<file path="src/rtl/i2c_cfg_target.sv">
// I2C target with a byte-wide register file, fabric read taps and write strobes.
// Inputs are synchronised and glitch-filtered; bus decisions lag the pads by 2+FILTER_LEN clk.
module i2c_cfg_target #(
  parameter logic [6:0] I2C_ADDR   = 7'h39,
  parameter int         NUM_REGS   = 16,
  parameter int         FILTER_LEN = 3,
  localparam int        AW         = (NUM_REGS > 1) ? $clog2(NUM_REGS) : 1
) (
  input  logic          clk,
  input  logic          reset_n,
  input  logic          scl_in,
  input  logic          sda_in,
  output logic          sda_oe,
  input  logic [AW-1:0] tap_addr,
  output logic [7:0]    tap_data,
  output logic          wr_stb,
  output logic [AW-1:0] wr_addr,
  output logic [7:0]    wr_data,
  output logic          busy
);

  localparam int CW = (FILTER_LEN > 1) ? $clog2(FILTER_LEN + 1) : 1;

  typedef enum logic [2:0] {
    S_IDLE, S_ADDR, S_ADDR_ACK, S_PTR, S_WDATA, S_RDATA, S_WAIT_STOP
  } state_t;

  // Index 0 carries SCL, index 1 carries SDA.
  logic [1:0]    s1_q, s2_q, filt_q, prev_q;
  logic [CW-1:0] fcnt_q [2];

  always_ff @(posedge clk or negedge reset_n) begin
    if (!reset_n) begin
      s1_q   <= 2'b11;
      s2_q   <= 2'b11;
      filt_q <= 2'b11;
      prev_q <= 2'b11;
      for (int i = 0; i < 2; i++) fcnt_q[i] <= '0;
    end else begin
      s1_q   <= {sda_in, scl_in};
      s2_q   <= s1_q;
      prev_q <= filt_q;
      for (int i = 0; i < 2; i++) begin
        if (s2_q[i] == filt_q[i]) begin
          fcnt_q[i] <= '0;
        end else if (fcnt_q[i] == CW'(FILTER_LEN - 1)) begin
          filt_q[i] <= s2_q[i];
          fcnt_q[i] <= '0;
        end else begin
          fcnt_q[i] <= fcnt_q[i] + CW'(1);
        end
      end
    end
  end

  logic scl_rise, scl_fall, start_det, stop_det;
  assign scl_rise  =  filt_q[0] & ~prev_q[0];
  assign scl_fall  = ~filt_q[0] &  prev_q[0];
  assign start_det =  filt_q[0] &  prev_q[0] &  prev_q[1] & ~filt_q[1];
  assign stop_det  =  filt_q[0] &  prev_q[0] & ~prev_q[1] &  filt_q[1];

  state_t        state_q;
  logic [3:0]    cnt_q;
  logic [7:0]    sr_q;
  logic          rw_q, oe_q, busy_q, stb_q;
  logic [AW-1:0] ptr_q, waddr_q;
  logic [7:0]    wdata_q;
  logic [7:0]    regs_q [NUM_REGS];

  logic [7:0]    rx_byte;
  logic [AW-1:0] ptr_d;
  assign rx_byte = {sr_q[6:0], filt_q[1]};
  assign ptr_d   = ptr_q + AW'(1);

  // cnt_q: 0..7 data bits, 8 = ninth (ACK) clock pending, 9 = ACK clock in progress.
  always_ff @(posedge clk or negedge reset_n) begin
    if (!reset_n) begin
      state_q <= S_IDLE;
      cnt_q   <= '0;
      sr_q    <= '0;
      rw_q    <= 1'b0;
      oe_q    <= 1'b0;
      busy_q  <= 1'b0;
      stb_q   <= 1'b0;
      ptr_q   <= '0;
      waddr_q <= '0;
      wdata_q <= '0;
      for (int i = 0; i < NUM_REGS; i++) regs_q[i] <= '0;
    end else begin
      stb_q <= 1'b0;
      if (stop_det) begin
        state_q <= S_IDLE;
        oe_q    <= 1'b0;
        busy_q  <= 1'b0;
        cnt_q   <= '0;
      end else if (start_det) begin
        state_q <= S_ADDR;
        oe_q    <= 1'b0;
        cnt_q   <= '0;
      end else begin
        case (state_q)
          S_ADDR, S_ADDR_ACK, S_PTR, S_WDATA: begin
            if (scl_rise && cnt_q < 4'd8) begin
              sr_q  <= rx_byte;
              cnt_q <= cnt_q + 4'd1;
              if (cnt_q == 4'd7) begin
                if (state_q == S_ADDR) begin
                  if (rx_byte[7:1] == I2C_ADDR) begin
                    state_q <= S_ADDR_ACK;
                    busy_q  <= 1'b1;
                    rw_q    <= rx_byte[0];
                  end else begin
                    state_q <= S_WAIT_STOP;
                    busy_q  <= 1'b0;
                  end
                end else if (state_q == S_PTR) begin
                  ptr_q <= rx_byte[AW-1:0];
                end else if (state_q == S_WDATA) begin
                  regs_q[ptr_q] <= rx_byte;
                  stb_q         <= 1'b1;
                  waddr_q       <= ptr_q;
                  wdata_q       <= rx_byte;
                  ptr_q         <= ptr_d;
                end
              end
            end else if (scl_fall && cnt_q == 4'd8) begin
              oe_q  <= 1'b1;
              cnt_q <= 4'd9;
            end else if (scl_fall && cnt_q == 4'd9) begin
              cnt_q <= '0;
              if (state_q == S_ADDR_ACK && rw_q) begin
                state_q <= S_RDATA;
                sr_q    <= regs_q[ptr_q];
                oe_q    <= ~regs_q[ptr_q][7];
              end else begin
                oe_q    <= 1'b0;
                state_q <= (state_q == S_ADDR_ACK) ? S_PTR : S_WDATA;
              end
            end
          end
          S_RDATA: begin
            if (scl_rise) begin
              if (cnt_q < 4'd8) begin
                cnt_q <= cnt_q + 4'd1;
              end else if (cnt_q == 4'd8) begin
                if (!filt_q[1]) begin
                  ptr_q <= ptr_d;
                  sr_q  <= regs_q[ptr_d];
                  cnt_q <= 4'd9;
                end else begin
                  state_q <= S_WAIT_STOP;
                  busy_q  <= 1'b0;
                  oe_q    <= 1'b0;
                end
              end
            end else if (scl_fall) begin
              if (cnt_q >= 4'd1 && cnt_q <= 4'd7) begin
                sr_q <= {sr_q[6:0], 1'b0};
                oe_q <= ~sr_q[6];
              end else if (cnt_q == 4'd8) begin
                oe_q <= 1'b0;
              end else if (cnt_q == 4'd9) begin
                oe_q  <= ~sr_q[7];
                cnt_q <= '0;
              end
            end
          end
          S_IDLE, S_WAIT_STOP: ;
          default: state_q <= S_IDLE;
        endcase
      end
    end
  end

  assign sda_oe   = oe_q;
  assign busy     = busy_q;
  assign wr_stb   = stb_q;
  assign wr_addr  = waddr_q;
  assign wr_data  = wdata_q;
  assign tap_data = regs_q[tap_addr];

endmodule

</file>
<file path="config.mk">
export PLATFORM = sky130hd
export DESIGN_NAME = i2c_cfg_target
export DESIGN_NICKNAME = d
export VERILOG_FILES = /design/src/rtl/i2c_cfg_target.sv
export SDC_FILE = /design/constraint.sdc
export NUM_CORES = 1
export LEC_CHECK = 0
export ABC_CLOCK_PERIOD_IN_PS = 3500
export CAP_MARGIN = 10
export CELL_PAD_IN_SITES_DETAIL_PLACEMENT = 0
export CELL_PAD_IN_SITES_GLOBAL_PLACEMENT = 1
export CORE_MARGIN = 5
export CORE_UTILIZATION = 35
export CTS_BUF_LIST = sky130_fd_sc_hd__clkbuf_8
export DETAILED_ROUTE_END_ITERATION = 12
export PLACE_DENSITY = 0.59
export REMOVE_ABC_BUFFERS = 1
export SYNTH_ARGS = -nofsm -noshare
export SYNTH_HDL_FRONTEND = slang
export SYNTH_SLANG_ARGS = --single-unit
</file>
<file path="constraint.sdc">
create_clock -name clk -period 3.5 [get_ports clk]
set_input_delay 0.35 -clock clk [delete_from_list [all_inputs] [get_ports clk]]
set_output_delay 0.35 -clock clk [all_outputs]
set_load 0.02 [all_outputs]
</file>
==> metrics.md <==
| Metric | Value |
|---|---|
| Outcome | `completed` |
| Logic pwr share | `19.5%` |
| Leak pwr | `4.919 nW` |
| Vias | `7483` |
| Cell Area, Placed | `~12000 sq um` |
| Slowest-stage cell, CP | `a2111oi_4` |
| CP required | `~3900 ps` |
| Final setup violation count | `0` |
| Clock Tree Buf Depth | `2` |
| CP Cell Sequence | `ha_1 -> nand4b_2 -> a2111oi_4 -> nand2_2 -> nor3_4 -> mux2_2` |
| YS warnings | `0` |
| IO Pins | `31` |
| Worst slew pin tran | `1067 ps` |
| Placer congestion estimate | `0.8382` |
| Synth Register Bits | `roughly 180` |
| Yosys cell types | `73` |
| Sw power | `0.001749 W` |
| Die width | `between 150 and 200 um` |
| Residual DRC | `0` |
| Final Hold Viols | `0` |
| Post-route insts no fill | `roughly 1200` |
| H-tree level count | `4` |
| CP peak stage delay | `between 700 and 800 ps` |
| CP Launch Type | `flip-flop` |
| Slew Limit Fails | `0` |
| Peak supply drop | `215.8 uV` |
| Critical Path AT | `3410 ps` |
| HP Start | `sda_in` |
| Leading cell type in the layout, fill and taps excluded | `dfrtp_1` |
| Syn_area_per_cell | `13.12 sq um` |
| Post-synth top area share | `38.98%` |
| Total placed cells including tap cells | `1210` |
| Area Growth Syn to Fin | `11.53%` |
| Async SR Flop Fraction | `between 90% and 100%` |
| Avg WL per Cell | `approximately 26 um` |
| Clock power share | `30.5%` |
| Critical Path End Type | `flip-flop` |
| Fin crit share | `86.90%` |
| Final nets | `853` |
| Area of the mapped netlist | `about 11000 sq um` |
| Reg power frac | `around half` |
| Num CTS Buffers | `17` |
| Synth top area cells | `dfrtp_1 39%, mux4_2 19%, mux2_2 15%` |
| First-pass GRT wire length | `approximately 50 mm` |
| Fin crit period | `3042 ps` |
| Max Clk Rate | `around 330 MHz` |
| Pre-antenna DRT Iters | `5` |
| Hold Path Depth | `1` |
| Largest net degree at the start of global routing | `76` |
| Worst R2R End | `regs_q[33]` |
| Clk root buf | `clkbuf_8` |
| Rel. slew slack | `28.85%` |
| Layout Skew | `18.68 ps` |
| Switching share of total power | `between 30% and 40%` |
| Cell row count | `64` |
| Die ar. | `between 30000 and 40000 sq um` |
| Number of max-cap violations | `0` |
| Internal power | `0.003161 W` |
| RR Startpoint | `filt_q[0]` |
| CTS tree | `done` |
| Routed WL | `32.04 mm` |
| Post-CTS setup buffers | `0` |
| RSZ-0062 raised after global routing | `no` |
| Overflow after GRT | `0` |
| Starting density of the core | `35.23%` |
| Clock slew at reported path FFs | `90 ps` |
| Final ANT Viol Nets | `0` |
| EDFF count, synth | `0` |
| Port Buffer Count | `30` |
| Leading area contributor after synthesis | `dfrtp_1` |
| Drt initial violations | `497` |
| Hold EP | `s1_q[1]` |
| Setup Crit Path Kind | `reg2reg` |
| Register-to-register setup slack | `460 ps` |
| Hpwl dp | `~22 mm` |
| Via/cell ratio | `6.015` |
| Antenna violations before repair | `1` |
| Die Ht | `185.0 um` |
| Most frequent cells in the layout | `165 x dfrtp_1, 142 x mux2_2, 92 x mux4_2, 38 x mux2i_1, 37 x buf_4` |
| Gr usage total | `19.38%` |
| Share of post-route cells with drive strength above 1 | `about 40%` |
| Register area share after synthesis | `40.94%` |
| Clk Latency, worst-skew pair | `480 ps` |
| Clk sink count | `175` |
| Post-Syn Instances | `about 800` |
| P per Cell Area | `410.7 nW/um^2` |
| Maximum fanout along the worst path | `12` |
| Design area | `approximately 12000 sq um` |
| HP Class | `in2reg` |
| Core box area | `30430 sq um` |
| R2R cell count | `6` |
| Post-synth top flop | `dfrtp_1` |
| Vias in the first global route | `7652` |
Yosys cell counts, types with 3 or more instances:
| cell | number |
|---|---|
| xnor2_1 | 5 |
| nor2_1 | 24 |
| a22oi_1 | 7 |
| mux2i_1 | 38 |
| xor2_1 | 4 |
| a2111oi_0 | 3 |
| a21oi_1 | 19 |
| nand3_1 | 13 |
| a211oi_1 | 7 |
| dfstp_2 | 8 |
| nor2b_1 | 13 |
| nand4_1 | 3 |
| o32ai_1 | 4 |
| buf_1 | 5 |
| o21ai_0 | 26 |
| mux4_2 | 92 |
| a21o_1 | 3 |
| a31oi_1 | 6 |
| buf_2 | 22 |
| ha_1 | 11 |
| dfrtp_1 | 167 |
| or4_1 | 3 |
| buf_4 | 10 |
| and2_1 | 4 |
| nand2b_1 | 6 |
| nand3b_1 | 7 |
| nand2_1 | 25 |
| clkbuf_1 | 36 |
| and3_1 | 9 |
| a221oi_1 | 5 |
| nand3_2 | 4 |
| inv_1 | 15 |
| mux2_2 | 142 |
| nor3_1 | 16 |
layer usage:
metal	share of wire [%]	GRT usage (%)	up-vias
met3	5.1	3.299	39
met1	46	28.86	4007
li1	-	-	3195
met4	2.0	4.815	0
met5	0	0	-
met2	47	29.65	242
worst max-delay path: cells and delay by family, from the launching register on:
family,cells,cell delay [ps]
muxes,1,400
and+or+nand+nor,3,1000
adders and majority gates,1,210
AOI/OAI and AO/OA,1,730
DFF,1,580
through the flow:
step	TNS [ps]	util (%)	hold WS, ps	total power [W]	setup WS, ps
floorplan	-11970	-	54.41	0.002929	-1638
global placement	0	37.92	346.8	0.003446	560.2
detailed placement	0	37.92	349.1	0.003440	493.3
CTS	0	39.28	244.0	0.004950	470.1
global route	0	39.28	256.2	0.005147	349.8
finish	0	39.29	278.2	0.004910	458.3
cells by family after synthesis:
| family | after synthesis | share of synthesized area (%) |
|---|---|---|
| multiplexers | 273 | 37.90 |
| flip-flops | 175 | 40.94 |
| AND/OR/NAND/NOR | 147 | 7.878 |
| AO/OA/AOI/OAI | 112 | 7.435 |
| buffers and inverters | 89 | 3.735 |
| adder cells (fa/ha/maj) | 12 | 1.377 |
| XOR/XNOR | 9 | 0.7352 |
flip-flops by register name, summed over array words and instances, names as in the netlist, 2 cells and up:
register  count
regs_q      128
s2_q          2
ptr_q         4
sr_q          8
s1_q          2
wr_addr       4
fcnt_q        4
wr_data       8
filt_q        2
cnt_q         4
state_q       3
prev_q        2
power by group through the flow:
stage,Combinational (W),Sequential (W),Clock (W)
2_1_floorplan,0.000542,0.00239,0
6_report,0.000960,0.00245,0.00150
3_5_place_dp,0.000950,0.00249,0
3_3_place_gp,0.000957,0.00249,0
4_1_cts,0.000955,0.00245,0.00155
5_1_grt,0.00105,0.00247,0.00162
worst max-delay path by stage:
stage / startpoint / slack, ps / to / cells past startpoint
final: filt_q[0] / 460 / regs_q[33] / 6
after global routing: filt_q[0] / 350 / regs_q[33] / 6
after CTS: filt_q[0] / 470 / regs_q[33] / 6
after detailed placement: filt_q[0] / 490 / regs_q[33] / 6
after global placement: filt_q[0] / 560 / regs_q[33] / 6
after floorplan: ptr_q[0] / -1640 / sr_q[7] / 7
timing repair:
action	CTS	global route
endpoints found under the hold margin	60	0
resized for setup	0	0
hold buffers	1	0
layout make-up:
class,count,area (sq um)
sequential,175,4394
fill,2933,18470
inverter,15,56.30
clock inverter,14,157.7
tap,396,495.5
multi-input combinational,553,5941
antenna,1,2.502
timing repair buffer,72,661.9
clock buffer,18,247.7
No activity file was read; power rests on OpenSTA's default activity.
